### src/rtl/prg_load_arbiter_if.sv
// Bus bundle for the program-load arbiter: fetch port, UART byte stream,
// program RAM port A and session status.
interface prg_load_arbiter_if;
  logic [13:0] cpu_addr;
  logic [31:0] cpu_instr;
  logic        load_start;
  logic        rx_valid;
  logic [7:0]  rx_byte;
  logic        rx_ready;
  logic [13:0] mem_addra;
  logic [31:0] mem_dina;
  logic        mem_wea;
  logic [31:0] mem_douta;
  logic        cpu_hold;
  logic        load_done;
  logic [14:0] words_loaded;

  modport slave (
    input  cpu_addr, load_start, rx_valid, rx_byte, mem_douta,
    output cpu_instr, rx_ready, mem_addra, mem_dina, mem_wea,
           cpu_hold, load_done, words_loaded
  );

  modport master (
    output cpu_addr, load_start, rx_valid, rx_byte, mem_douta,
    input  cpu_instr, rx_ready, mem_addra, mem_dina, mem_wea,
           cpu_hold, load_done, words_loaded
  );
endinterface

### src/rtl/prg_load_arbiter.sv
// Shares program RAM port A between instruction fetch and a UART loader that
// packs little-endian bytes into 32-bit words while the CPU is held in reset.
module prg_load_arbiter #(
  parameter int LOAD_WORDS   = 16384,
  parameter int IDLE_TIMEOUT = 1000000
) (
  input  logic               clock,
  input  logic               reset,
  prg_load_arbiter_if.slave  bus
);
  localparam int IW = (IDLE_TIMEOUT > 1) ? $clog2(IDLE_TIMEOUT) : 1;

  typedef enum logic [1:0] {RUN, COLLECT, WRITE, FINISH} state_t;

  state_t        state, state_nxt;
  logic [13:0]   word_ptr;
  logic [1:0]    byte_idx;
  logic [IW-1:0] idle;
  logic [14:0]   words_loaded;
  logic [31:0]   asm_word;
  logic          accept, idle_expired, last_word;

  assign idle_expired      = (idle == IW'(IDLE_TIMEOUT - 1));
  assign last_word         = (words_loaded == 15'(LOAD_WORDS - 1));
  assign bus.mem_dina      = asm_word;
  assign bus.words_loaded  = words_loaded;

  always_ff @(posedge clock) begin
    if (reset) state <= RUN;
    else       state <= state_nxt;
  end

  // Fetch owns the RAM only in RUN; every other state points it at word_ptr.
  always_comb begin
    state_nxt     = state;
    accept        = 1'b0;
    bus.rx_ready  = 1'b0;
    bus.mem_wea   = 1'b0;
    bus.load_done = 1'b0;
    bus.cpu_hold  = 1'b1;
    bus.cpu_instr = 32'h0;
    bus.mem_addra = word_ptr;
    case (state)
      RUN: begin
        bus.cpu_hold  = 1'b0;
        bus.cpu_instr = bus.mem_douta;
        bus.mem_addra = bus.cpu_addr;
        if (bus.load_start) state_nxt = COLLECT;
      end
      COLLECT: begin
        bus.rx_ready = 1'b1;
        accept       = bus.rx_valid;
        if (accept && byte_idx == 2'd3) state_nxt = WRITE;
        else if (!accept && idle_expired) state_nxt = FINISH;
      end
      WRITE: begin
        bus.mem_wea = 1'b1;
        state_nxt   = last_word ? FINISH : COLLECT;
      end
      FINISH: begin
        bus.load_done = 1'b1;
        state_nxt     = RUN;
      end
      default: state_nxt = RUN;
    endcase
  end

  always_ff @(posedge clock) begin
    if (reset) begin
      word_ptr     <= '0;
      byte_idx     <= '0;
      idle         <= '0;
      words_loaded <= '0;
      asm_word     <= '0;
    end else begin
      case (state)
        RUN: if (bus.load_start) begin
          word_ptr     <= '0;
          byte_idx     <= '0;
          idle         <= '0;
          words_loaded <= '0;
          asm_word     <= '0;
        end
        COLLECT: begin
          if (accept) begin
            asm_word[{byte_idx, 3'b000} +: 8] <= bus.rx_byte;
            byte_idx <= byte_idx + 2'd1;
            idle     <= '0;
          end else if (idle_expired) begin
            // timeout drops any partially assembled word
            byte_idx <= '0;
            asm_word <= '0;
            idle     <= '0;
          end else begin
            idle <= idle + IW'(1);
          end
        end
        WRITE: begin
          word_ptr     <= word_ptr + 14'd1;
          words_loaded <= words_loaded + 15'd1;
          byte_idx     <= '0;
          asm_word     <= '0;
        end
        default: ;
      endcase
    end
  end
endmodule

### src/flat_wrapper.sv
// flat-port wrapper written by rule: the top's interface ports become plain ports
module prg_load_arbiter_flat 
#(
  parameter int LOAD_WORDS   = 16384,
  parameter int IDLE_TIMEOUT = 1000000
)
  (clock, reset, bus_cpu_addr, bus_load_start, bus_rx_valid, bus_rx_byte, bus_mem_douta, bus_cpu_instr, bus_rx_ready, bus_mem_addra, bus_mem_dina, bus_mem_wea, bus_cpu_hold, bus_load_done, bus_words_loaded);
  prg_load_arbiter_if bus_i ();
  input  logic clock;
  input  logic reset;
  input wire logic [$bits(bus_i.cpu_addr)-1:0] bus_cpu_addr;
  input wire logic [$bits(bus_i.load_start)-1:0] bus_load_start;
  input wire logic [$bits(bus_i.rx_valid)-1:0] bus_rx_valid;
  input wire logic [$bits(bus_i.rx_byte)-1:0] bus_rx_byte;
  input wire logic [$bits(bus_i.mem_douta)-1:0] bus_mem_douta;
  output wire logic [$bits(bus_i.cpu_instr)-1:0] bus_cpu_instr;
  output wire logic [$bits(bus_i.rx_ready)-1:0] bus_rx_ready;
  output wire logic [$bits(bus_i.mem_addra)-1:0] bus_mem_addra;
  output wire logic [$bits(bus_i.mem_dina)-1:0] bus_mem_dina;
  output wire logic [$bits(bus_i.mem_wea)-1:0] bus_mem_wea;
  output wire logic [$bits(bus_i.cpu_hold)-1:0] bus_cpu_hold;
  output wire logic [$bits(bus_i.load_done)-1:0] bus_load_done;
  output wire logic [$bits(bus_i.words_loaded)-1:0] bus_words_loaded;
  assign bus_i.cpu_addr = bus_cpu_addr;
  assign bus_i.load_start = bus_load_start;
  assign bus_i.rx_valid = bus_rx_valid;
  assign bus_i.rx_byte = bus_rx_byte;
  assign bus_i.mem_douta = bus_mem_douta;
  assign bus_cpu_instr = bus_i.cpu_instr;
  assign bus_rx_ready = bus_i.rx_ready;
  assign bus_mem_addra = bus_i.mem_addra;
  assign bus_mem_dina = bus_i.mem_dina;
  assign bus_mem_wea = bus_i.mem_wea;
  assign bus_cpu_hold = bus_i.cpu_hold;
  assign bus_load_done = bus_i.load_done;
  assign bus_words_loaded = bus_i.words_loaded;
  prg_load_arbiter #(.LOAD_WORDS(LOAD_WORDS), .IDLE_TIMEOUT(IDLE_TIMEOUT)) u_core (.clock(clock), .reset(reset), .bus(bus_i));
endmodule
### config.mk
export PLATFORM = sky130hd
export DESIGN_NAME = prg_load_arbiter_flat
export DESIGN_NICKNAME = d
export VERILOG_FILES = /design/src/rtl/prg_load_arbiter_if.sv /design/src/rtl/prg_load_arbiter.sv /design/src/flat_wrapper.sv
export SDC_FILE = /design/constraint.sdc
export NUM_CORES = 1
export LEC_CHECK = 0
export CAP_MARGIN = 20
export CORE_ASPECT_RATIO = 1.25
export CORE_MARGIN = 2
export CORE_UTILIZATION = 44
export DETAILED_ROUTE_END_ITERATION = 10
export PLACE_DENSITY = 0.86
export SLEW_MARGIN = 20
export SYNTH_ARGS = -nofsm -noshare
export SYNTH_HDL_FRONTEND = slang
export SYNTH_SLANG_ARGS = --single-unit
export TNS_END_PERCENT = 1
### constraint.sdc
create_clock -name clock -period 1.8 [get_ports clock]
set_input_delay 0.36 -clock clock [delete_from_list [all_inputs] [get_ports clock]]
set_output_delay 0.36 -clock clock [all_outputs]
set_load 0.005 [all_outputs]
After elaboration in Yosys (flattened, before gate mapping)
Index checks and enable logic that the tools add are counted.
{ "totals": {"reg_bits": 85, "latch_bits": 0, "ramBits": 0, "romBits": 0, "out_inout_bits": 97, "elab_cells": 62, "mem_count": 0} }
{ "op_classes": {"addsub": 5, "n_mul": 0, "n_div": 0, "order_cmp": 0, "n_eq_ne": 9, "n_shift": 2, "mux": 29, "n_bitwise": 0, "n_reduce_logical": 11} }
{ "ops": {"columns": ["cell", "n"], "rows": [
  ["$mux W32", 4],
  ["$pmux W32 S3", 1],
  ["$mux W20", 3],
  ["$pmux W20 S2", 1],
  ["$bwmux W32", 1],
  ["$shift A8 B7 Y32 const A", 1],
  ["$shiftx A8 B7 Y32", 1],
  ["$pmux W15 S2", 1],
  ["$mux W14", 2],
  ["$pmux W14 S2", 1],
  ["$add A20 B1 Y20 const B", 1],
  ["$eq A20 B20 Y1 const B", 1],
  ["$add A15 B1 Y15 const B", 1],
  ["$eq A15 B14 Y1 const B", 1],
  ["$mux W15", 1],
  ["$add A14 B1 Y14 const B", 1],
  ["$mux W2", 7],
  ["$pmux W2 S4", 1],
  ["$neg A5 Y7", 1],
  ["$eq A2 B2 Y1 const B", 3],
  ["$ne A3 B1 Y1 const B", 2],
  ["$pmux W2 S3", 1],
  ["$reduce_and A2 Y1", 3],
  ["$mux W1", 5],
  ["9 further kinds", 11]
]} }

Depth between registers and ports, before layout
Gate-level depths: netlist (run 1).
{ "logic_depth": {"ltp_word": 5, "depth_mapped": 8} }

Worst setup path after synthesis (run 1)
No wires, ideal clock.
{ "synth_path": {"path_type": "flip-flop to output port", "startpoint": "register u_core.state[0]", "endpoint": "output port bus_cpu_instr[11]", "arrival_ns": 1.264, "required_time_ns": 1.440, "setup_slack_ns": 0.176, "stages_incl_launch_ff": 6, "path_buffers": 3, "cell_sequence": "dfxtp_1 > buf_4 > nor2_4 > clkbuf_1 > clkbuf_1 > and2_1"} }
{ "synth_via": {"elab_chain_cells": 2} }
{ "synth_lines": {"columns": ["item", "line_no", "source"], "rows": [
  ["from (decl)", "prg_load_arbiter.sv:15", "state_t state, state_nxt;"],
  ["from (signal assigned)", "prg_load_arbiter.sv:30", "else state <= state_nxt;"],
  ["$logic_not A2 Y1", "prg_load_arbiter.sv:43", "case (state)"],
  ["$mux W32", "prg_load_arbiter.sv:43", null],
  ["to (decl)", "flat_wrapper.sv:16", "output wire logic [$bits(bus_i.cpu_instr)-1:0] bus_cpu_instr;"]
]} }
No other way between the ends.

Worst setup path in the final report (run 1)
{ "layout_path": {"startpoint": "register u_core.state[0]", "endpoint": "output port bus_mem_addra[3]"} }
{ "layout_via": {"elab_chain_cells": 2} }
{ "layout_lines": {"columns": ["item", "line_no", "source"], "rows": [
  ["$logic_not A2 Y1", "prg_load_arbiter.sv:43", null],
  ["$mux W14", "prg_load_arbiter.sv:43", null],
  ["to (decl)", "flat_wrapper.sv:18", "output wire logic [$bits(bus_i.mem_addra)-1:0] bus_mem_addra;"]
]} }
No other way between the ends.

==> impl_summary.txt, run 1 <==
----------------------------------------------------
[Status]
  Outcome ... finished with violations
  Violations in the final reports ... setup timing

[Die]
  Overall die width ... 90.4 µm
  Ports ... 155
  Die Span Y ... 112 µm
  Initial cell density of the core ... 0.450
  Row count ... 39
  Die area ... 10100 µm²
  Core outline area ... 9130 µm²

[Global routing]
  Number of global-route vias before repair ... 4167
  Met1 GRT Util ... 0.270
  Highest-utilization routing layer at the global route stage ... met2
  Met2 demand-to-capacity share in global routing ... 0.439
  Grt total ovfl ... 0
  All-Layer GR Usage ... 0.239
  Initial antenna violation count ... 0
  Pin count of the biggest net entering global routing ... 18
  GR Layer Usage met3 ... 0.0577
  First-pass GRT wire length ... 19.8 mm

[Synth]
  Top post-synthesis cells by count ... dfxtp_1, nor2_1, nand2_1, a22o_1, and2_1
  Biggest area contributors in the synthesized netlist ... dfxtp_1, a22o_1, nor2_1
  Fraction of synthesized cell area taken by the top area cell type ... 0.414
  Cell with the most instances after synthesis ... dfxtp_1
  Number of storage elements in the synthesis netlist ... 85
  Area of the mapped netlist ... 4110 µm²
  Async set or reset register ratio after synthesis ... 0
  Post-synth EDFFs ... 0
  Count of synthesis-stage warnings from yosys ... 0
  Sequential element share of the synthesized area ... 0.414
  Number of distinct library cell variants in the gate-level netlist after synthesis ... 57
  Nets in the synthesized netlist ... 525
  Syn Area/Cell ... 8.95 µm²
  Mapped Cells ... 459
  Dominant register cell in the synthesized netlist ... dfxtp_1
  Cell type with the highest aggregate area in the netlist ... dfxtp_1

[Timing]
  Ratio of final minimum period to clock period ... 1.04
  Final clock skew ... 7.39 ps
  Headroom to the max-slew limit ... 0.722
  Least-Margin Pin Slew ... 413 ps
  Final Hold Vio Count ... 0
  Final critical-path setup slack ... -73.7 ps
  Time the worst path needs with I/O delays and setup ... 1870 ps
  Final Max Slew Viols ... 0
  Setup repair after global routing missed its margin ... true
  Final setup violation count ... 19
  Peak Freq ... 0.534 GHz
  Aggregate negative setup slack ... -892 ps

[Worst setup path]
  CP Data Arrival Time ... 1510 ps
  Startpoint type of the worst setup path ... flop
  Setup CP Type ... flop to primary output
  Kind of end point of the critical path ... primary output
  Data required, critical path ... 1440 ps
  Max Fanout on Critical Path ... 7

[Power]
  PwrDens ... 661 nW/µm²
  Worst supply voltage drop on vdd ... 0.000453 V
  Pleak ... 2.67 nW

[CTS]
  Clock Pin Slew Worst Setup and Hold Paths ... 60 ps
  Maximum level of the CTS H-tree ... 3
  Clock latency of the later-clocked register in the worst-skew pair ... 340 ps
  Number of buffers added to fix hold violations after cts ... 0
  Maximum buffer depth of the clock tree ... 2
  CTS tree ... yes
  Buffer cell driving the clock tree root ... clkbuf_16
  Number of buffers created by CTS ... 9
  Clock sink count ... 85

[Drt]
  Via count ... 4281
  Final antenna-violating net count ... 0
  DRC errors left ... 0
  Wire per inst ... 15.8 µm
  Initial DRC Count ... 197
  Number of iterations in the first detailed-routing pass ... 5
  Via density per instance ... 5.44
  Detailed-route wire length ... 12.4 mm

[Place]
  # port buffers ... 154
  Final weighted congestion in routability-driven placement ... 0.843
  DPL Wire Length ... 9.02 mm
  Area after detailed placement ... 6090 µm²

[Layout]
  Number of antenna diodes ... 0
  Nets ... 727
  Share of post-route cells with drive strength above 1 ... 0.255
  Final Instance Area ... 6480 µm²
  Area Overhead vs Synth ... 57.8%

[Worst hold path]
  HP Class ... flop to flop

[Flow run]
  Max Cap Viol ... 0

----------------------------------------------------
## metal layers
layer | up-vias | share of wire | wire length (µm)
li1 | 2027 | - | -
met1 | 2027 | 0.39 | 4900
met2 | 208 | 0.52 | 6470
met3 | 19 | 0.064 | 797
met4 | 0 | 0.020 | 251
met5 | - | 0 | 0
## per-stage QoR
stage	setup WS [ps]	utilization	instances	total power [mW]	hold slack [ps]
6_report	-73.7	0.710	787	4.29	471
5_1_grt	-116	0.710	787	4.43	488
4_1_cts	-250	0.699	783	4.26	474
3_5_place_dp	-199	0.668	763	2.60	455
3_3_place_gp	-166	0.668	763	2.59	455
2_1_floorplan	176	-	459	2.18	449
## cell families (layout without fill, tap and decap cells)
| family | Yosys count | in the layout | synth area share |
|---|---|---|---|
| compound gates | 95 | 95 | 0.169 |
| simple gates | 204 | 204 | 0.271 |
| mux | 15 | 15 | 0.0408 |
| xor+xnor | 23 | 23 | 0.0490 |
| flops | 85 | 85 | 0.414 |
| buf+inv | 29 | 234 | 0.0317 |
| fa+ha+maj | 8 | 8 | 0.0244 |
## worst max-delay path: stages (launching register included)
cell,delay [ps]
dfxtp_2,340
nor2_4,150
buf_6,130
buf_8,130
mux2_4,310
buf_6,120
## report_power, final
group          leakage, nW  switching, mW  internal, mW
logic                 1.86          0.283         0.422
clock network        0.124          0.721         0.959
registers            0.689        0.00986          1.89
total                 2.67           1.01          3.27
## area by class of cell
type	instances	area, µm²
fill	641	2640
multi-input combinational	345	2390
timing repair buffer	210	1920
sequential	85	1710
clock buffer	11	243
tap	123	154
inverter	10	37.5
clock inverter	3	23.8
## path summary, 6_finish.rpt
path / start / to / slack (ps) / cells after the start
worst min register to register: u_core.bus.mem_dina[5] / u_core.bus.mem_dina[5] / 470 / 1
worst max-delay path: u_core.state[0] / bus_mem_addra[3] / -70 / 5
worst min-delay path: u_core.bus.mem_dina[5] / u_core.bus.mem_dina[5] / 470 / 1
worst max register to register: u_core.idle[0] / u_core.bus.mem_dina[18] / 70 / 6
## repair_timing
item,4_1_cts,5_1_grt
cloned,2,2
resized for setup,146,77
setup buffers,4,4
endpoints found under the setup margin,81,93
pin swaps,3,7
## state kept, by name (all words and copies together), names as in the netlist
name,cells
u_core.bus.mem_dina,32
u_core.idle,20
u_core.bus.words_loaded,15
u_core.word_ptr,14
u_core.byte_idx,2
u_core.state,2
## cells in the final DEF (no fill, tap or decap), drive strengths merged, types with 4 or more instances in the layout
| cell type | Yosys | routed |
|---|---|---|
| a31oi | 4 | 4 |
| a21oi | 14 | 14 |
| o21ai | 26 | 26 |
| nor4 | 5 | 5 |
| nor3 | 6 | 6 |
| nand3 | 17 | 17 |
| nor2 | 61 | 61 |
| clkdlybuf4s50 | 0 | 104 |
| clkbuf | 12 | 32 |
| and3 | 8 | 8 |
| dfxtp | 85 | 85 |
| nand3b | 4 | 4 |
| inv | 10 | 10 |
| nand2 | 41 | 41 |
| a22o | 32 | 32 |
| nand4 | 14 | 14 |
| a22oi | 5 | 5 |
| nand2b | 4 | 4 |
| ha | 8 | 8 |
| mux2 | 14 | 14 |
| xor2 | 18 | 18 |
| xnor2 | 5 | 5 |
| and2 | 32 | 32 |
| buf | 7 | 79 |
No activity file was read; power rests on OpenSTA's default activity.
==> inputs of run 2 (changes only) <==
--- a/config.mk
+++ b/config.mk
@@ -10,7 +10,8 @@
 export CORE_MARGIN = 2
 export CORE_UTILIZATION = 44
 export DETAILED_ROUTE_END_ITERATION = 10
-export PLACE_DENSITY = 0.86
+export PLACE_DENSITY = 0.8
+export RECOVER_POWER = 100
 export SLEW_MARGIN = 20
 export SYNTH_ARGS = -nofsm -noshare
 export SYNTH_HDL_FRONTEND = slang
==> constraint.sdc (replaced) <==
create_clock -name clock -period 1.8 [get_ports clock]
set_input_delay 0.27 -clock clock [delete_from_list [all_inputs] [get_ports clock]]
set_output_delay 0.27 -clock clock [all_outputs]
set_load 0.005 [all_outputs]
==> impl_summary.txt, run 2 (synthesis results as in run 1) <==
----------------------------------------------------
[Timing]
  Final clock skew ... 9.45 ps (+2.06 ps)
  Final critical-path setup slack ... -9.29 ps (+64.4 ps)
  Aggregate negative setup slack ... -25.7 ps (+867 ps)
  Final setup violation count ... 3 (-16)
  Final Max Slew Viols ... 0 (unchanged)
  Least-Margin Pin Slew ... 422 ps (+8.72 ps)
  Setup repair after global routing missed its margin ... true
  Headroom to the max-slew limit ... 0.716 (-0.00586)
  Ratio of final minimum period to clock period ... 1.01 (-0.0358)
  Time the worst path needs with I/O delays and setup ... 1810 ps (-64.4 ps)
  Final Hold Vio Count ... 0 (unchanged)
  Peak Freq ... 0.553 GHz (+3.6%)

[Layout]
  Final Instance Area ... 6520 µm² (+0.62%)
  Nets ... 721 (-0.83%)
  Number of antenna diodes ... 0 (unchanged)
  Most common library cell in the layout ignoring fill and taps ... clkdlybuf4s50_1
  Commonest non-fill, non-tap cells in the layout ... clkdlybuf4s50_1, dfxtp_1, nor2_1
  Area Overhead vs Synth ... 58.8%
  Largest register FFs ... 32 (unchanged)
  Share of post-route cells with drive strength above 1 ... 0.214 (-0.0406)

[Drt]
  Number of iterations in the first detailed-routing pass ... 4 (-1)
  Via density per instance ... 5.34 (-1.9%)
  Detailed-route wire length ... 12.2 mm (-1.5%)
  Wire per inst ... 15.6 µm (-0.87%)
  DRC errors left ... 0 (unchanged)
  Initial DRC Count ... 173 (-12%)
  Final antenna-violating net count ... 0 (unchanged)
  Via count ... 4175 (-2.5%)

[Power]
  Net Sw Frac ... 0.227 (-0.00981)
  Cell Int Power ... 3.50 mW (+7.0%)
  Sequential group share of total power ... 0.420 (-0.024)
  Power Total ... 4.53 mW (+5.6%)
  PwrDens ... 694 nW/µm² (+4.9%)
  Pleak ... 2.64 nW (-1.1%)
  Part of the power in the clock network ... 0.423 (+0.031)
  Net Switching ... 1.03 mW (+1.2%)
  Part of the power in combinational logic ... 0.156 (-0.009)
  Worst supply voltage drop on vdd ... 0.000445 V (-1.9%)

[Worst setup path]
  Kind of end point of the critical path ... primary output
  Reg2reg path depth ... 6 (unchanged)
  Setup CP Type ... flop to primary output
  CP Data Arrival Time ... 1540 ps (+30 ps)
  Max Fanout on Critical Path ... 4 (-3)
  Critical-path cell with the highest stage delay ... dfxtp_4
  Critical-path cell list ... nor2_4, buf_6, clkbuf_16, mux2_4, buf_6
  Delay of the slowest cell on the worst path ... 350 ps (about the same)
  Most Frequent Cell on Critical Path ... buf_6
  Startpoint type of the worst setup path ... flop
  Data required, critical path ... 1530 ps (+90 ps)

[CTS]
  Maximum level of the CTS H-tree ... 3 (unchanged)
  Clock latency of the later-clocked register in the worst-skew pair ... 350 ps (about the same)
  Number of buffers added to fix hold violations after cts ... 0 (unchanged)
  CTS tree ... yes
  Clock Pin Slew Worst Setup and Hold Paths ... 60 ps (about the same)
  Maximum buffer depth of the clock tree ... 2 (unchanged)
  Number of buffers created by CTS ... 9 (unchanged)
  Buffer cell driving the clock tree root ... clkbuf_16
  Clock sink count ... 85 (unchanged)

[Global routing]
  First-pass GRT wire length ... 19.8 mm (-0.11%)
  Met2 demand-to-capacity share in global routing ... 0.426 (-0.0125)
  Pin count of the biggest net entering global routing ... 22 (+4)
  Number of global-route vias before repair ... 4108 (-1.4%)
  Highest-utilization routing layer at the global route stage ... met2
  All-Layer GR Usage ... 0.241 (+0.00160)
  Met1 GRT Util ... 0.285 (+0.0142)
  GR Layer Usage met3 ... 0.0483 (-0.00940)
  Initial antenna violation count ... 0 (unchanged)
  Grt total ovfl ... 0 (unchanged)

[Place]
  Area after detailed placement ... 6060 µm² (-0.49%)
  Final weighted congestion in routability-driven placement ... 0.884 (+4.9%)
  # port buffers ... 154 (unchanged)
  DPL Wire Length ... 8.69 mm (-3.7%)

[Worst hold path]
  Cell count of the worst hold path ... 1 (unchanged)
  HP Class ... flop to flop

[Die]
  Ports ... 155 (unchanged)
  Die Span Y ... 112 µm (unchanged)
  Initial cell density of the core ... 0.450 (unchanged)
  Core outline area ... 9130 µm² (unchanged)
  Row count ... 39 (unchanged)
  Overall die width ... 90.4 µm (unchanged)
  Die area ... 10100 µm² (unchanged)

[Status]
  Violations in the final reports ... setup timing
  Outcome ... finished with violations

[Flow run]
  Max Cap Viol ... 0 (unchanged)

----------------------------------------------------
[run 2: stage by stage]
stage | hold WS [ps] | setup WS, ps | instances | utilization
after global placement | 454 | -95.6 | 759 | 0.664
after floorplan | 403 | 219 | 459 | -
after detailed placement | 456 | -125 | 759 | 0.664
final | 473 | -9.29 | 782 | 0.715
after CTS | 478 | -114 | 783 | 0.721
after global routing | 498 | -45.0 | 782 | 0.715
[run 2: power by group through the flow]
stage | Clock (mW) | Combinational, mW | Sequential (mW)
after floorplan | 0 | 0.239 | 1.94
after global placement | 0 | 0.649 | 1.94
after detailed placement | 0 | 0.654 | 1.94
after CTS | 1.92 | 0.722 | 1.90
after global routing | 1.99 | 0.758 | 1.90
final | 1.92 | 0.708 | 1.90
[run 2: final cells by class]
type | count | area [µm²]
Timing Repair Buffer | 204 | 1950
Fill cell | 683 | 2600
Sequential cell | 85 | 1710
Multi-Input combinational cell | 345 | 2360
Clock buffer | 12 | 267
Clock inverter | 3 | 43.8
Inverter | 10 | 37.5
Tap cell | 123 | 154
[run 2: worst max-delay path: cells and delay by family (launching register included)]
| family | cells | cell delay, ps |
|---|---|---|
| buf+inv | 3 | 420 |
| mux | 1 | 300 |
| flops | 1 | 350 |
| simple gates | 1 | 130 |
[run 2: path summary, 6_finish.rpt]
| kind | to | from | slack (ps) |
|---|---|---|---|
| worst max-delay path | bus_mem_addra[13] | u_core.state[0] | -9 |
| worst min-delay path | u_core.bus.mem_dina[4] | u_core.bus.mem_dina[4] | 470 |
| worst max register to register | u_core.bus.mem_dina[25] | u_core.idle[1] | 60 |
| worst min register to register | u_core.bus.mem_dina[4] | u_core.bus.mem_dina[4] | 470 |
[run 2: repair_timing]
action / in CTS / in global routing
resized for setup: 169 / 32
setup endpoints to repair: 74 / 74
pin swaps: 3 / 4
gates cloned: 3 / 2
buffers inserted: 6 / 1
[run 2: layer usage]
layer  vias to the layer above  wire [µm]
met4                         0        211
met5                         -          0
met3                        15        841
li1                       2023          -
met2                       169       6120
met1                      1968       5060
==> inputs of run 3 (changes only) <==
--- a/config.mk
+++ b/config.mk
@@ -8,9 +8,9 @@
 export CAP_MARGIN = 20
 export CORE_ASPECT_RATIO = 1.25
 export CORE_MARGIN = 2
-export CORE_UTILIZATION = 44
+export CORE_UTILIZATION = 35
 export DETAILED_ROUTE_END_ITERATION = 10
-export PLACE_DENSITY = 0.8
+export PLACE_DENSITY = 0.68
 export RECOVER_POWER = 100
 export SLEW_MARGIN = 20
 export SYNTH_ARGS = -nofsm -noshare
==> constraint.sdc (replaced) <==
create_clock -name clock -period 1.55 [get_ports clock]
set_input_delay 0.2325 -clock clock [delete_from_list [all_inputs] [get_ports clock]]
set_output_delay 0.2325 -clock clock [all_outputs]
set_load 0.005 [all_outputs]
==> impl_summary.txt, run 3 (synthesis results as in run 1) <==
----------------------------------------------------
[CTS]
  Maximum level of the CTS H-tree ... 3 (unchanged)
  Number of buffers added to fix hold violations after cts ... 0 (unchanged)
  Clock Pin Slew Worst Setup and Hold Paths ... 70 ps (about the same)
  Maximum buffer depth of the clock tree ... 2 (unchanged)
  CTS tree ... yes
  Number of buffers created by CTS ... 9 (unchanged)
  Clock latency of the later-clocked register in the worst-skew pair ... 340 ps (about the same)
  Buffer cell driving the clock tree root ... clkbuf_16
  Clock sink count ... 85 (unchanged)

[Power]
  Net Sw Frac ... 0.260 (+0.0333)
  Net Switching ... 1.37 mW (+34%)
  Part of the power in the clock network ... 0.405 (-0.018)
  Pleak ... 3.05 nW (+16%)
  Cell Int Power ... 3.91 mW (+12%)
  Worst supply voltage drop on vdd ... 0.000444 V (about the same)
  Sequential group share of total power ... 0.418 (-0.002)
  PwrDens ... 749 nW/µm² (+7.9%)
  Power Total ... 5.28 mW (+17%)
  Part of the power in combinational logic ... 0.177 (+0.021)

[Drt]
  Wire per inst ... 15.9 µm (+1.5%)
  DRC errors left ... 0 (unchanged)
  Initial DRC Count ... 165 (-4.6%)
  Number of iterations in the first detailed-routing pass ... 4 (unchanged)
  Final antenna-violating net count ... 0 (unchanged)
  Via density per instance ... 5.12 (-4.1%)
  Detailed-route wire length ... 13.5 mm (+10%)
  Via count ... 4350 (+4.2%)

[Die]
  Overall die width ... 101 µm (+12%)
  Row count ... 44 (+13%)
  Die area ... 12600 µm² (+25%)
  Core outline area ... 11500 µm² (+26%)
  Die Span Y ... 125 µm (+12%)
  Initial cell density of the core ... 0.357 (-0.0932)
  Ports ... 155 (unchanged)

[Worst setup path]
  Kind of end point of the critical path ... primary output
  Delay of the slowest cell on the worst path ... 340 ps (about the same)
  Startpoint type of the worst setup path ... flop
  CP Data Arrival Time ... 1520 ps (-20 ps)
  Data required, critical path ... 1320 ps (-210 ps)
  Register-to-Register Setup Slack ... -140 ps (-200 ps)
  Critical-path cell list ... nor2_4, buf_6, buf_12, mux2_4, buf_6
  Critical-path cell with the highest stage delay ... dfxtp_2
  Worst path buffer plus inverter count ... 3 (unchanged)
  Max Fanout on Critical Path ... 7 (+3)
  Most Frequent Cell on Critical Path ... buf_6
  Critical path's top delay family ... buffers and inverters
  Setup CP Type ... flop to primary output

[Layout]
  Commonest non-fill, non-tap cells in the layout ... clkdlybuf4s50_1, dfxtp_1, buf_4
  Largest register FFs ... 32 (unchanged)
  Most common library cell in the layout ignoring fill and taps ... clkdlybuf4s50_1
  Number of antenna diodes ... 0 (unchanged)
  Share of post-route cells with drive strength above 1 ... 0.334 (+0.120)
  Area Overhead vs Synth ... 71.6%
  Nets ... 773 (+7.2%)

[Timing]
  Time the worst path needs with I/O delays and setup ... 1750 ps
  Final Max Slew Viols ... 0 (unchanged)
  Final setup violation count ... 105 (+102)
  Worst slack on hold paths ... 472 ps (-0.812 ps)
  Setup repair after global routing missed its margin ... true
  Final Hold Vio Count ... 0 (unchanged)
  Final critical-path setup slack ... -199 ps (-190 ps)
  Peak Freq ... 0.572 GHz
  Headroom to the max-slew limit ... 0.758 (+0.0414)
  Ratio of final minimum period to clock period ... 1.13
  Least-Margin Pin Slew ... 362 ps (-60.0 ps)
  Final clock skew ... 8.68 ps (-0.766 ps)

[Global routing]
  Number of global-route vias before repair ... 4422 (+7.6%)
  Grt total ovfl ... 0 (unchanged)
  Initial antenna violation count ... 0 (unchanged)
  All-Layer GR Usage ... 0.211 (-0.0294)
  First-pass GRT wire length ... 21.4 mm (+8.0%)
  Pin count of the biggest net entering global routing ... 22 (unchanged)

[Place]
  # port buffers ... 154 (unchanged)
  Final weighted congestion in routability-driven placement ... 0.802 (-9.3%)
  DPL Wire Length ... 9.67 mm (+11%)

[Status]
  Outcome ... finished with violations
  Violations in the final reports ... setup timing

[Flow run]
  Max Cap Viol ... 0 (unchanged)

[Worst hold path]
  HP Class ... flop to flop

----------------------------------------------------
[run 3: cell types whose count changed in the layout (fill, tap and decap cells not counted), moves of 14 or more]
cell	previous run	this run
and2_1	32	17
clkdlybuf4s15_1	14	0
and2_4	0	15
buf_6	17	41
clkdlybuf4s50_1	105	84
buf_4	38	69
[run 3: power groups by stage]
stage	Combinational [mW]	Sequential (mW)	Clock, mW
2_1_floorplan	0.278	2.25	0
3_3_place_gp	0.767	2.25	0
3_5_place_dp	0.777	2.25	0
4_1_cts	0.927	2.21	2.16
5_1_grt	0.994	2.21	2.29
6_report	0.935	2.21	2.14
[run 3: final cells by class]
type / instances / area (µm²)
sequential: 85 / 1710
clock inverter: 7 / 71.3
tap: 138 / 173
fill: 976 / 4460
timing repair buffer: 256 / 2310
multi-input combinational: 345 / 2510
clock buffer: 9 / 225
inverter: 10 / 37.5
[run 3: routing by layer]
layer | up-vias | global-route usage | wire length (µm)
met3 | 17 | 0.0643 | 907
met2 | 142 | 0.395 | 7290
li1 | 2128 | - | -
met5 | - | 0 | 0
met4 | 0 | 0.0572 | 178
met1 | 2063 | 0.226 | 5130
[run 3: timing repair]
item	in CTS	in global routing
resized for setup	271	66
pin swaps	33	15
setup buffers	18	2
hold endpoints to repair	0	0
cloned	3	0
endpoints found under the setup margin	119	130
[run 3: final timing paths]
| kind | start | end | cells past startpoint |
|---|---|---|---|
| setup / recovery | u_core.state[0] | bus_mem_addra[10] | 5 |
| hold / removal | u_core.bus.mem_dina[3] | u_core.bus.mem_dina[3] | 1 |
| setup reg to reg | u_core.state[1] | u_core.bus.mem_dina[30] | 8 |
| hold reg to reg | u_core.bus.mem_dina[3] | u_core.bus.mem_dina[3] | 1 |
[run 3: per-stage QoR]
step	util	std cells	setup TNS (ps)	setup WS, ps	instance area (µm²)
floorplan	-	459	0	11.3	4110
global placement	0.552	813	-23320	-318	6350
detailed placement	0.552	813	-26560	-415	6350
CTS	0.610	850	-19530	-287	7020
global route	0.613	850	-20520	-250	7050
finish	0.613	850	-12580	-199	7050
